===== src/rtl/pipeline_ctrl_if.sv =====
// Hazard-control bundle between the pipeline datapath (master) and pipeline_ctrl (slave).
interface pipeline_ctrl_if;
   logic [4:0]  rs1_addrD;
   logic [4:0]  rs2_addrD;
   logic [4:0]  rs1_addrE;
   logic [4:0]  rs2_addrE;
   logic [4:0]  rd_addrE;
   logic        rd_wrenE;
   logic [1:0]  wb_selE;
   logic [4:0]  rd_addrM;
   logic        rd_wrenM;
   logic [4:0]  rd_addrW;
   logic        rd_wrenW;
   logic        br_takenE;
   logic        mem_reqM;
   logic        mem_ackM;
   logic        stallF;
   logic        stallD;
   logic        stallE;
   logic        stallM;
   logic        flushD;
   logic        flushE;
   logic        clrW;
   logic [1:0]  fwd_aE;
   logic [1:0]  fwd_bE;
   logic        err;
   logic [15:0] stall_cnt;

   modport master (
      output rs1_addrD, rs2_addrD, rs1_addrE, rs2_addrE, rd_addrE, rd_wrenE, wb_selE,
             rd_addrM, rd_wrenM, rd_addrW, rd_wrenW, br_takenE, mem_reqM, mem_ackM,
      input  stallF, stallD, stallE, stallM, flushD, flushE, clrW, fwd_aE, fwd_bE,
             err, stall_cnt
   );

   modport slave (
      input  rs1_addrD, rs2_addrD, rs1_addrE, rs2_addrE, rd_addrE, rd_wrenE, wb_selE,
             rd_addrM, rd_wrenM, rd_addrW, rd_wrenW, br_takenE, mem_reqM, mem_ackM,
      output stallF, stallD, stallE, stallM, flushD, flushE, clrW, fwd_aE, fwd_bE,
             err, stall_cnt
   );
endinterface


===== src/rtl/pipeline_ctrl.sv =====
// Five-stage pipeline hazard unit: operand forwarding, load-use bubbles, branch flushes
// and memory-wait stalls with a timeout that locks into a sticky error state.
module pipeline_ctrl #(
   parameter int unsigned TIMEOUT  = 255,
   parameter logic [1:0]  LOAD_SEL = 2'b01
) (
   input logic            clk,
   input logic            rst,
   pipeline_ctrl_if.slave bus
);

   typedef enum logic [1:0] {RUN, MEMWAIT, ERR} state_t;

   state_t      state;
   state_t      state_next;
   logic [7:0]  wait_cnt;
   logic [15:0] stall_cnt_q;
   logic        err_q;

   logic        mem_wait;
   logic        load_use;
   logic        wait_expired;
   logic        stall_f;
   logic        stall_d;
   logic        stall_e;
   logic        stall_m;
   logic        flush_d;
   logic        flush_e;
   logic        clr_w;
   logic [1:0]  fwd_a;
   logic [1:0]  fwd_b;

   // M stage is younger than W, so its result wins when both target the operand.
   function automatic logic [1:0] fwd_sel(input logic [4:0] rs,
                                          input logic [4:0] rd_m, input logic wren_m,
                                          input logic [4:0] rd_w, input logic wren_w);
      logic [1:0] sel;
      sel = 2'b00;
      if (rs != 5'd0 && wren_m && rd_m == rs)
         sel = 2'b10;
      else if (rs != 5'd0 && wren_w && rd_w == rs)
         sel = 2'b01;
      return sel;
   endfunction

   always_comb begin
      state_next   = state;
      stall_f      = 1'b0;
      stall_d      = 1'b0;
      stall_e      = 1'b0;
      stall_m      = 1'b0;
      flush_d      = 1'b0;
      flush_e      = 1'b0;
      clr_w        = 1'b0;
      fwd_a        = 2'b00;
      fwd_b        = 2'b00;

      mem_wait     = ((state == RUN) && bus.mem_reqM && !bus.mem_ackM) ||
                     ((state == MEMWAIT) && !bus.mem_ackM);
      load_use     = (bus.wb_selE == LOAD_SEL) && bus.rd_wrenE && (bus.rd_addrE != 5'd0) &&
                     ((bus.rd_addrE == bus.rs1_addrD) || (bus.rd_addrE == bus.rs2_addrD));
      // Checked against the post-increment value so TIMEOUT unacked MEMWAIT cycles trip it.
      wait_expired = ({1'b0, wait_cnt} + 9'd1) >= 9'(TIMEOUT);

      case (state)
         RUN:     if (mem_wait) state_next = MEMWAIT;
         MEMWAIT: begin
            if (bus.mem_ackM)
               state_next = RUN;
            else if (wait_expired)
               state_next = ERR;
         end
         ERR:     state_next = ERR;
         default: state_next = RUN;
      endcase

      if (!rst) begin
         fwd_a = fwd_sel(bus.rs1_addrE, bus.rd_addrM, bus.rd_wrenM, bus.rd_addrW, bus.rd_wrenW);
         fwd_b = fwd_sel(bus.rs2_addrE, bus.rd_addrM, bus.rd_wrenM, bus.rd_addrW, bus.rd_wrenW);
         if (state == ERR || mem_wait) begin
            stall_f = 1'b1;
            stall_d = 1'b1;
            stall_e = 1'b1;
            stall_m = 1'b1;
            clr_w   = 1'b1;
         end else if (bus.br_takenE) begin
            flush_d = 1'b1;
            flush_e = 1'b1;
         end else if (load_use) begin
            stall_f = 1'b1;
            stall_d = 1'b1;
            flush_e = 1'b1;
         end
      end
   end

   // wait_cnt cannot wrap: TIMEOUT <= 255 forces ERR before it reaches 8'hFF + 1.
   always_ff @(posedge clk) begin
      if (rst) begin
         state       <= RUN;
         wait_cnt    <= 8'd0;
         stall_cnt_q <= 16'd0;
         err_q       <= 1'b0;
      end else begin
         state <= state_next;
         if (state == RUN && state_next == MEMWAIT)
            wait_cnt <= 8'd0;
         else if (state == MEMWAIT && !bus.mem_ackM)
            wait_cnt <= wait_cnt + 8'd1;
         if (stall_f && stall_cnt_q != 16'hFFFF)
            stall_cnt_q <= stall_cnt_q + 16'd1;
         err_q <= err_q | (state_next == ERR);
      end
   end

   assign bus.stallF    = stall_f;
   assign bus.stallD    = stall_d;
   assign bus.stallE    = stall_e;
   assign bus.stallM    = stall_m;
   assign bus.flushD    = flush_d;
   assign bus.flushE    = flush_e;
   assign bus.clrW      = clr_w;
   assign bus.fwd_aE    = fwd_a;
   assign bus.fwd_bE    = fwd_b;
   assign bus.err       = err_q;
   assign bus.stall_cnt = stall_cnt_q;

endmodule

===== src/flat_wrapper.sv =====
// flat-port wrapper written by rule: the top's interface ports become plain ports
module pipeline_ctrl_flat 
#(
   parameter int unsigned TIMEOUT  = 255,
   parameter logic [1:0]  LOAD_SEL = 2'b01
)
  (clk, rst, bus_rs1_addrD, bus_rs2_addrD, bus_rs1_addrE, bus_rs2_addrE, bus_rd_addrE, bus_rd_wrenE, bus_wb_selE, bus_rd_addrM, bus_rd_wrenM, bus_rd_addrW, bus_rd_wrenW, bus_br_takenE, bus_mem_reqM, bus_mem_ackM, bus_stallF, bus_stallD, bus_stallE, bus_stallM, bus_flushD, bus_flushE, bus_clrW, bus_fwd_aE, bus_fwd_bE, bus_err, bus_stall_cnt);
  pipeline_ctrl_if bus_i ();
  input logic clk;
  input logic rst;
  input wire logic [$bits(bus_i.rs1_addrD)-1:0] bus_rs1_addrD;
  input wire logic [$bits(bus_i.rs2_addrD)-1:0] bus_rs2_addrD;
  input wire logic [$bits(bus_i.rs1_addrE)-1:0] bus_rs1_addrE;
  input wire logic [$bits(bus_i.rs2_addrE)-1:0] bus_rs2_addrE;
  input wire logic [$bits(bus_i.rd_addrE)-1:0] bus_rd_addrE;
  input wire logic [$bits(bus_i.rd_wrenE)-1:0] bus_rd_wrenE;
  input wire logic [$bits(bus_i.wb_selE)-1:0] bus_wb_selE;
  input wire logic [$bits(bus_i.rd_addrM)-1:0] bus_rd_addrM;
  input wire logic [$bits(bus_i.rd_wrenM)-1:0] bus_rd_wrenM;
  input wire logic [$bits(bus_i.rd_addrW)-1:0] bus_rd_addrW;
  input wire logic [$bits(bus_i.rd_wrenW)-1:0] bus_rd_wrenW;
  input wire logic [$bits(bus_i.br_takenE)-1:0] bus_br_takenE;
  input wire logic [$bits(bus_i.mem_reqM)-1:0] bus_mem_reqM;
  input wire logic [$bits(bus_i.mem_ackM)-1:0] bus_mem_ackM;
  output wire logic [$bits(bus_i.stallF)-1:0] bus_stallF;
  output wire logic [$bits(bus_i.stallD)-1:0] bus_stallD;
  output wire logic [$bits(bus_i.stallE)-1:0] bus_stallE;
  output wire logic [$bits(bus_i.stallM)-1:0] bus_stallM;
  output wire logic [$bits(bus_i.flushD)-1:0] bus_flushD;
  output wire logic [$bits(bus_i.flushE)-1:0] bus_flushE;
  output wire logic [$bits(bus_i.clrW)-1:0] bus_clrW;
  output wire logic [$bits(bus_i.fwd_aE)-1:0] bus_fwd_aE;
  output wire logic [$bits(bus_i.fwd_bE)-1:0] bus_fwd_bE;
  output wire logic [$bits(bus_i.err)-1:0] bus_err;
  output wire logic [$bits(bus_i.stall_cnt)-1:0] bus_stall_cnt;
  assign bus_i.rs1_addrD = bus_rs1_addrD;
  assign bus_i.rs2_addrD = bus_rs2_addrD;
  assign bus_i.rs1_addrE = bus_rs1_addrE;
  assign bus_i.rs2_addrE = bus_rs2_addrE;
  assign bus_i.rd_addrE = bus_rd_addrE;
  assign bus_i.rd_wrenE = bus_rd_wrenE;
  assign bus_i.wb_selE = bus_wb_selE;
  assign bus_i.rd_addrM = bus_rd_addrM;
  assign bus_i.rd_wrenM = bus_rd_wrenM;
  assign bus_i.rd_addrW = bus_rd_addrW;
  assign bus_i.rd_wrenW = bus_rd_wrenW;
  assign bus_i.br_takenE = bus_br_takenE;
  assign bus_i.mem_reqM = bus_mem_reqM;
  assign bus_i.mem_ackM = bus_mem_ackM;
  assign bus_stallF = bus_i.stallF;
  assign bus_stallD = bus_i.stallD;
  assign bus_stallE = bus_i.stallE;
  assign bus_stallM = bus_i.stallM;
  assign bus_flushD = bus_i.flushD;
  assign bus_flushE = bus_i.flushE;
  assign bus_clrW = bus_i.clrW;
  assign bus_fwd_aE = bus_i.fwd_aE;
  assign bus_fwd_bE = bus_i.fwd_bE;
  assign bus_err = bus_i.err;
  assign bus_stall_cnt = bus_i.stall_cnt;
  pipeline_ctrl #(.TIMEOUT(TIMEOUT), .LOAD_SEL(LOAD_SEL)) u_core (.clk(clk), .rst(rst), .bus(bus_i));
endmodule

===== config.mk =====
export PLATFORM = sky130hd
export DESIGN_NAME = pipeline_ctrl_flat
export DESIGN_NICKNAME = d
export VERILOG_FILES = /design/src/rtl/pipeline_ctrl_if.sv /design/src/rtl/pipeline_ctrl.sv /design/src/flat_wrapper.sv
export SDC_FILE = /design/constraint.sdc
export NUM_CORES = 1
export LEC_CHECK = 0
export BUFFER_PORTS_ARGS = -buffer_cell sky130_fd_sc_hd__clkbuf_2
export CORE_ASPECT_RATIO = 0.6
export CORE_MARGIN = 5
export CORE_UTILIZATION = 45
export CTS_BUF_LIST = sky130_fd_sc_hd__clkbuf_4
export DETAILED_ROUTE_END_ITERATION = 16
export PLACE_DENSITY_LB_ADDON = 0.08
export SKIP_CTS_REPAIR_TIMING = 1
export SLEW_MARGIN = 20
export SYNTH_ARGS = -nofsm -noshare
export SYNTH_HDL_FRONTEND = slang
export SYNTH_SLANG_ARGS = --single-unit

===== constraint.sdc =====
create_clock -name clk -period 5 [get_ports clk]
set_input_delay 0 -clock clk [delete_from_list [all_inputs] [get_ports clk]]
set_output_delay 0 -clock clk [all_outputs]
set_load 0.01 [all_outputs]

==> metrics.log, run 1 <==
[metrics] utilization after layout: 56.4%
[metrics] transition time at the pin with the least slew margin: 629 ps
[metrics] relative slew slack: 57.8%
[metrics] RSZ-0062 raised after global routing: false
[metrics] Ant. Diodes: 0
[metrics] average via count per standard cell: 5.42
[metrics] antenna-violating nets left: 0
[metrics] path class of the lowest-slack min-delay path: in2reg
[metrics] die height: 60.4 um
[metrics] final-report setup violation count: 0
[metrics] area used by multi-input combinational logic: 1280 um^2
[metrics] Primary FF master, synth: dfxtp_1
[metrics] count of different cell masters after synthesis: 46
[metrics] max-capacitance violation count: 0
[metrics] critical path required time: 5230 ps
[metrics] startpoint of the worst register-to-register path: u_core.bus.stall_cnt[4]
[metrics] clock sink count: 27
[metrics] portion of the post-synthesis area used by sequential elements: 28.4%
[metrics] proportion of layout cells with a drive suffix above 1: 28.4%
[metrics] worst reg-to-reg path cell count: 6
[metrics] cell leakage power: 0.919 nW
[metrics] Max Clock Skew: 15.6 ps
[metrics] Setup TNS: 0 ps
[metrics] first element of the critical path: u_core.bus.stall_cnt[4]
[metrics] post-route fraction of the period consumed by the critical path: 47.9%
[metrics] top achievable clock speed: 0.418 GHz
[metrics] synthesized-area fraction occupied by xor and xnor cells: 16.5%
[metrics] number of filler cells placed in the layout: 418
[metrics] routed via count: 1947
[metrics] count of final max-slew check failures: 0
[metrics] depth of the CTS H-tree: 1
[metrics] path type of the worst setup path: reg2reg
[metrics] I/O pin cnt: 73
[metrics] number of register bits inferred by synthesis: 27
[metrics] power density of the placed cells: 174 nW/um^2
[metrics] area overhead of the layout relative to synthesis: 21.4%
[metrics] share of synthesized registers carrying an async set or reset: 0%
[metrics] violation count after the first detailed-route iteration: 137
[metrics] Total GRT Usage: 17.6%
[metrics] minimum clock period after layout: 2390 ps
[metrics] CP startpoint kind: flop
[metrics] total of warnings raised by yosys: 0
[metrics] endpoints failing hold: 0
[metrics] sequential cell area in the final layout: 541 um^2
[metrics] Port Buffer Count: 72
[metrics] remaining design rule violation count: 0
[metrics] highest fanout seen on the critical path: 14
[metrics] Min-Delay Startpoint: bus_mem_ackM
[metrics] global placer's final weighted congestion: 0.842
[metrics] clock buffer count from CTS: 3
[metrics] die width: 94.0 um
[metrics] Final Routed Wirelength: 4860 um
[metrics] share of synthesized cell area in and, or, nand and nor gates: 29.5%
[metrics] instance count of the mapped netlist: 233
[metrics] first-pass detailed-route iteration total: 4
[metrics] Worst EP arrival: 2620 ps
[metrics] latest clock arrival within the worst-skew pair: 330 ps
[metrics] result of the run: completed
[metrics] count of flip-flops with a built-in enable after synthesis: 0
[metrics] largest family of logic cells by synthesized area: simple AND/OR/NAND/NOR gates
[metrics] antenna violations before repair: 0
[metrics] Initial Utilization: 46.5%
[metrics] global-route wire length before repair: 7950 um
[metrics] total congestion overflow after global routing: 0
[metrics] final routed wire length divided by cell count: 13.5 um
[metrics] Min-Delay Path Depth: 4
[metrics] CTS Root Buffer Type: clkbuf_4
[metrics] Post-Syn Nets: 281
[metrics] TritonCTS clock tree: built
[metrics] number of cell rows: 18
[metrics] kind of capture point of the worst setup path: flop
[metrics] clock-pin slew on the worst setup and hold paths: 160 ps
[metrics] die area: 5680 um^2
[metrics] largest net degree at the start of global routing: 24
[metrics] mean instance size in the synthesized netlist: 8.18 um^2
[metrics] VDD IR max: 0.104 mV
[metrics] maximum root-to-sink buffer count: 2
[metrics] mux share of post-synthesis cell area: 3.22%
[metrics] post-synthesis compound-gate area fraction: 15.8%
[metrics] Std-Cell Core Area: 4100 um^2
[metrics] area of the mapped netlist: 1910 um^2
[metrics] net count of the finished layout: 348
[metrics] via count of the first global-routing pass: 1700
[metrics] HPWL after detailed placement: 3990 um
[metrics] Post-Synth Adder-Cell Area: 1.97%
==> cell type report <==
cell class                      count  area share (%)
Sequential cell                    27            23.4
Clock buffer                        3           0.973
Timing Repair Buffer               73            15.9
Tap cell                           60            3.24
Clock inverter                      1           0.324
Inverter                            6           0.973
Multi-Input combinational cell    189            55.2
==> Yosys cell counts (all sizes together) (5+ instances only) <==
| library cell | n | area, um^2 |
|---|---|---|
| a21oi | 10 | 50.1 |
| buf | 6 | 46.3 |
| clkbuf | 5 | 18.8 |
| dfxtp | 27 | 541 |
| inv | 6 | 22.5 |
| nand2 | 18 | 67.6 |
| nand3 | 13 | 65.1 |
| nand4 | 11 | 68.8 |
| nor2 | 19 | 71.3 |
| nor3 | 9 | 50.1 |
| nor4 | 6 | 37.5 |
| o21ai | 6 | 30.0 |
| o311ai | 5 | 43.8 |
| o41ai | 6 | 52.6 |
| xnor2 | 27 | 236 |
| xor2 | 9 | 78.8 |
==> registers in the layout, indices dropped and copies added, names as in the netlist <==
signal and flops:
u_core.wait_cnt 8, u_core.bus.stall_cnt 16, u_core.state 2, u_core.bus.err 1
==> layout by cell type (no fill, tap or decap), drive strengths merged, types with 3 or more instances in the layout <==
cell,n
nand4,11
or3,3
mux2,3
dfxtp,27
clkbuf,75
o311ai,5
xor2,9
nand2b,3
nand2,18
or2,4
or4,3
nand3,13
ha,3
o41ai,6
and4,4
nor2,19
and2,3
nor2b,4
o21ai,6
nor3,9
inv,6
nor4,6
a21oi,10
xnor2,27
==> per-layer routing <==
metal / global-route usage, % / up-vias / part of all wire, %
met2: 24.2 / 72 / 38
met4: 1.23 / 0 / 0.25
met1: 28.3 / 881 / 54
met5: 0 / - / 0
met3: 4.34 / 2 / 8.2
li1: - / 992 / -
==> critical path, stage by stage, from the launching register on <==
cell	delay, ps
dfxtp_1	490
nand4_1	200
nor3_2	330
nor3b_4	370
or2_1	460
nor3_1	130
mux2_4	310
==> kinds of logic after synthesis <==
kind of cell    count (synthesis)
compound gates                 42
xor+xnor                       36
fa+ha+maj                       3
mux                             5
simple gates                  103
flops                          27
buf+inv                        17
==> stage by stage <==
stage,cells,worst slack [ps],hold slack (ps),instance area (um^2),total power [mW]
final,359,2610,23.6,2310,0.401
after global routing,359,2440,68.5,2310,0.425
after CTS,359,2630,9.65,2310,0.406
after detailed placement,355,2670,351,2280,0.308
after global placement,355,2730,350,2280,0.307
after floorplan,233,3120,66.5,1910,0.273
==> report_power, final <==
| part | switching (mW) | internal, mW |
|---|---|---|
| clock | 0.0673 | 0.0306 |
| combinational | 0.0454 | 0.0391 |
| sequential | 0.00209 | 0.217 |
| total | 0.115 | 0.287 |
==> path summary, 6_finish.rpt <==
path | slack [ps] | to
max | 2610 | u_core.bus.stall_cnt[14]
min | 20 | u_core.wait_cnt[1]
max reg2reg | 2610 | u_core.bus.stall_cnt[14]
min reg2reg | 490 | u_core.bus.err
Note: power is estimated with default switching activity, not from simulation.
==> inputs of run 2 (changes only) <==
==> constraint.sdc (replaced) <==
create_clock -name clk -period 2.2 [get_ports clk]
set_input_delay 0 -clock clk [delete_from_list [all_inputs] [get_ports clk]]
set_output_delay 0 -clock clk [all_outputs]
set_load 0.01 [all_outputs]
==> metrics.log, run 2 (synthesis gave the netlist of run 1 again) <==
[metrics] relative slew slack: 56.8%
[metrics] post-layout instance area: 2370 um^2
[metrics] highest fanout seen on the critical path: 22
[metrics] cells along the critical path: or2_1 > o21bai_1 > nand2_1 > a31oi_1 > buf_4 > nor4_1 > mux2_1
[metrics] count of final max-slew check failures: 0
[metrics] CP startpoint kind: flop
[metrics] startpoint of the worst register-to-register path: u_core.state[1]
[metrics] endpoints failing hold: 0
[metrics] post-route fraction of the period consumed by the critical path: 90.9%
[metrics] routed via count: 1918
[metrics] I/O pin cnt: 73
[metrics] depth of the CTS H-tree: 1
[metrics] violation count after the first detailed-route iteration: 112
[metrics] Total GRT Usage: 17.9%
[metrics] die width: 94.0 um
[metrics] Std-Cell Core Area: 4100 um^2
[metrics] power density of the placed cells: 391 nW/um^2
[metrics] Worst Hold Path EP: u_core.state[0]
[metrics] global-route wire length before repair: 8060 um
[metrics] final routed wire length divided by cell count: 13.5 um
[metrics] kind of capture point of the worst setup path: flop
[metrics] net count of the finished layout: 354
[metrics] most common library cell in the layout ignoring fill and taps: clkbuf_2
[metrics] Min-Delay Path Depth: 3
[metrics] HPWL after detailed placement: 4060 um
[metrics] clock sink count: 27
[metrics] Max Clock Skew: 12.8 ps
[metrics] CTS Root Buffer Type: clkbuf_4
[metrics] RSZ-0062 raised after global routing: false
[metrics] worst reg-to-reg path cell count: 7
[metrics] placed standard-cell area: 2320 um^2
[metrics] global placer's final weighted congestion: 0.832
[metrics] sequential share of power: 53.7%
[metrics] path type of the worst setup path: reg2reg
[metrics] average via count per standard cell: 5.25
[metrics] Initial Utilization: 46.5%
[metrics] switching share of power: 29.3%
[metrics] die area: 5680 um^2
[metrics] clock-pin slew on the worst setup and hold paths: 170 ps
[metrics] latest clock arrival within the worst-skew pair: 340 ps
[metrics] Worst EP arrival: 2250 ps
[metrics] reg-to-reg setup timing slack: 200 ps
[metrics] critical path required time: 2450 ps
[metrics] area overhead of the layout relative to synthesis: 24.3%
[metrics] result of the run: completed
[metrics] maximum root-to-sink buffer count: 2
[metrics] antenna violations before repair: 0
[metrics] path class of the lowest-slack min-delay path: in2reg
[metrics] Port Buffer Count: 72
[metrics] via count of the first global-routing pass: 1743
[metrics] transition time at the pin with the least slew margin: 643 ps
[metrics] Internal: 0.656 mW
[metrics] largest stage delay on the critical path: 360 ps
[metrics] largest net degree at the start of global routing: 23
[metrics] commonest non-fill, non-tap cells in the layout: clkbuf_2, xnor2_1, dfxtp_1, nor2_1, nand2_1
[metrics] clock buffer count from CTS: 3
[metrics] antenna-violating nets left: 0
[metrics] Min-Delay Startpoint: bus_mem_reqM
[metrics] proportion of layout cells with a drive suffix above 1: 29.8%
[metrics] power spent charging and discharging nets: 0.271 mW
[metrics] cell leakage power: 0.955 nW
[metrics] Setup TNS: 0 ps
[metrics] total congestion overflow after global routing: 0
[metrics] Clock power frac: 25.1%
[metrics] VDD IR max: 0.273 mV
[metrics] combinational fraction of design power: 21.2%
[metrics] top achievable clock speed: 0.500 GHz
[metrics] number of cell rows: 18
[metrics] worst reg2reg path endpoint: u_core.bus.stall_cnt[8]
[metrics] first-pass detailed-route iteration total: 4
[metrics] number of flip-flops under the largest register name: 16
[metrics] Ant. Diodes: 0
[metrics] final-report setup violation count: 0
[metrics] remaining design rule violation count: 0
[metrics] Final Routed Wirelength: 4930 um
[metrics] minimum clock period after layout: 2000 ps
[metrics] first element of the critical path: u_core.state[1]
[metrics] critical-path cell with the highest stage delay: mux2_1
[metrics] TritonCTS clock tree: built
[metrics] die height: 60.4 um
[metrics] max-capacitance violation count: 0
-- run 2: changes by cell type in the layout (fill, tap and decap cells not counted), sizes merged --
cell / delta
buf: +5
dlygate4sd3: +1
-- run 2: worst max path at each step --
stage / endpoint / slack (ps) / cells past startpoint
floorplan: u_core.bus.stall_cnt[8] / 320 / 7
global placement: u_core.state[1] / 300 / 8
detailed placement: u_core.bus.stall_cnt[8] / 240 / 7
CTS: u_core.bus.stall_cnt[8] / 220 / 7
global route: u_core.bus.stall_cnt[8] / 30 / 7
finish: u_core.bus.stall_cnt[8] / 200 / 7
-- run 2: routing by layer --
metal  GRT usage, %  wire length [um]  vias up
met5              0                 0        -
met4           1.85                26        0
met3           5.58               373        4
met2           25.3              1830       63
met1           27.3              2690      847
li1               -                 -     1004
-- run 2: cell type report --
class / instances / area, um^2
Sequential cell: 27 / 541
Clock inverter: 1 / 7.51
Multi-Input combinational cell: 189 / 1280
Inverter: 6 / 22.5
Clock buffer: 3 / 22.5
Timing Repair Buffer: 79 / 415
Fill cell: 411 / 1730
Tap cell: 60 / 75.1
-- run 2: worst max-delay path: cells and delay by family (launching register included) --
family | cells | cell delay, ps
AOI/OAI and AO/OA | 2 | 260
buffers and inverters | 1 | 220
DFF | 1 | 350
muxes | 1 | 360
and+or+nand+nor | 3 | 730
-- run 2: power groups by stage --
stage | registers (mW) | logic [mW] | clock network [mW]
floorplan | 0.508 | 0.113 | 0
finish | 0.498 | 0.196 | 0.233
CTS | 0.498 | 0.196 | 0.239
global placement | 0.508 | 0.194 | 0
global route | 0.499 | 0.218 | 0.257
detailed placement | 0.508 | 0.196 | 0
-- run 2: per-stage QoR --
step / worst slack (ps) / utilization (%) / cells / hold slack [ps] / power (mW)
4_1_cts: 222 / 57.4 / 364 / -73.0 / 0.933
5_1_grt: 30.9 / 57.8 / 365 / 47.4 / 0.974
3_3_place_gp: 298 / 56.6 / 360 / 293 / 0.702
3_5_place_dp: 237 / 56.6 / 360 / 300 / 0.704
2_1_floorplan: 323 / - / 233 / 66.5 / 0.620
6_report: 199 / 57.8 / 365 / 56.4 / 0.927
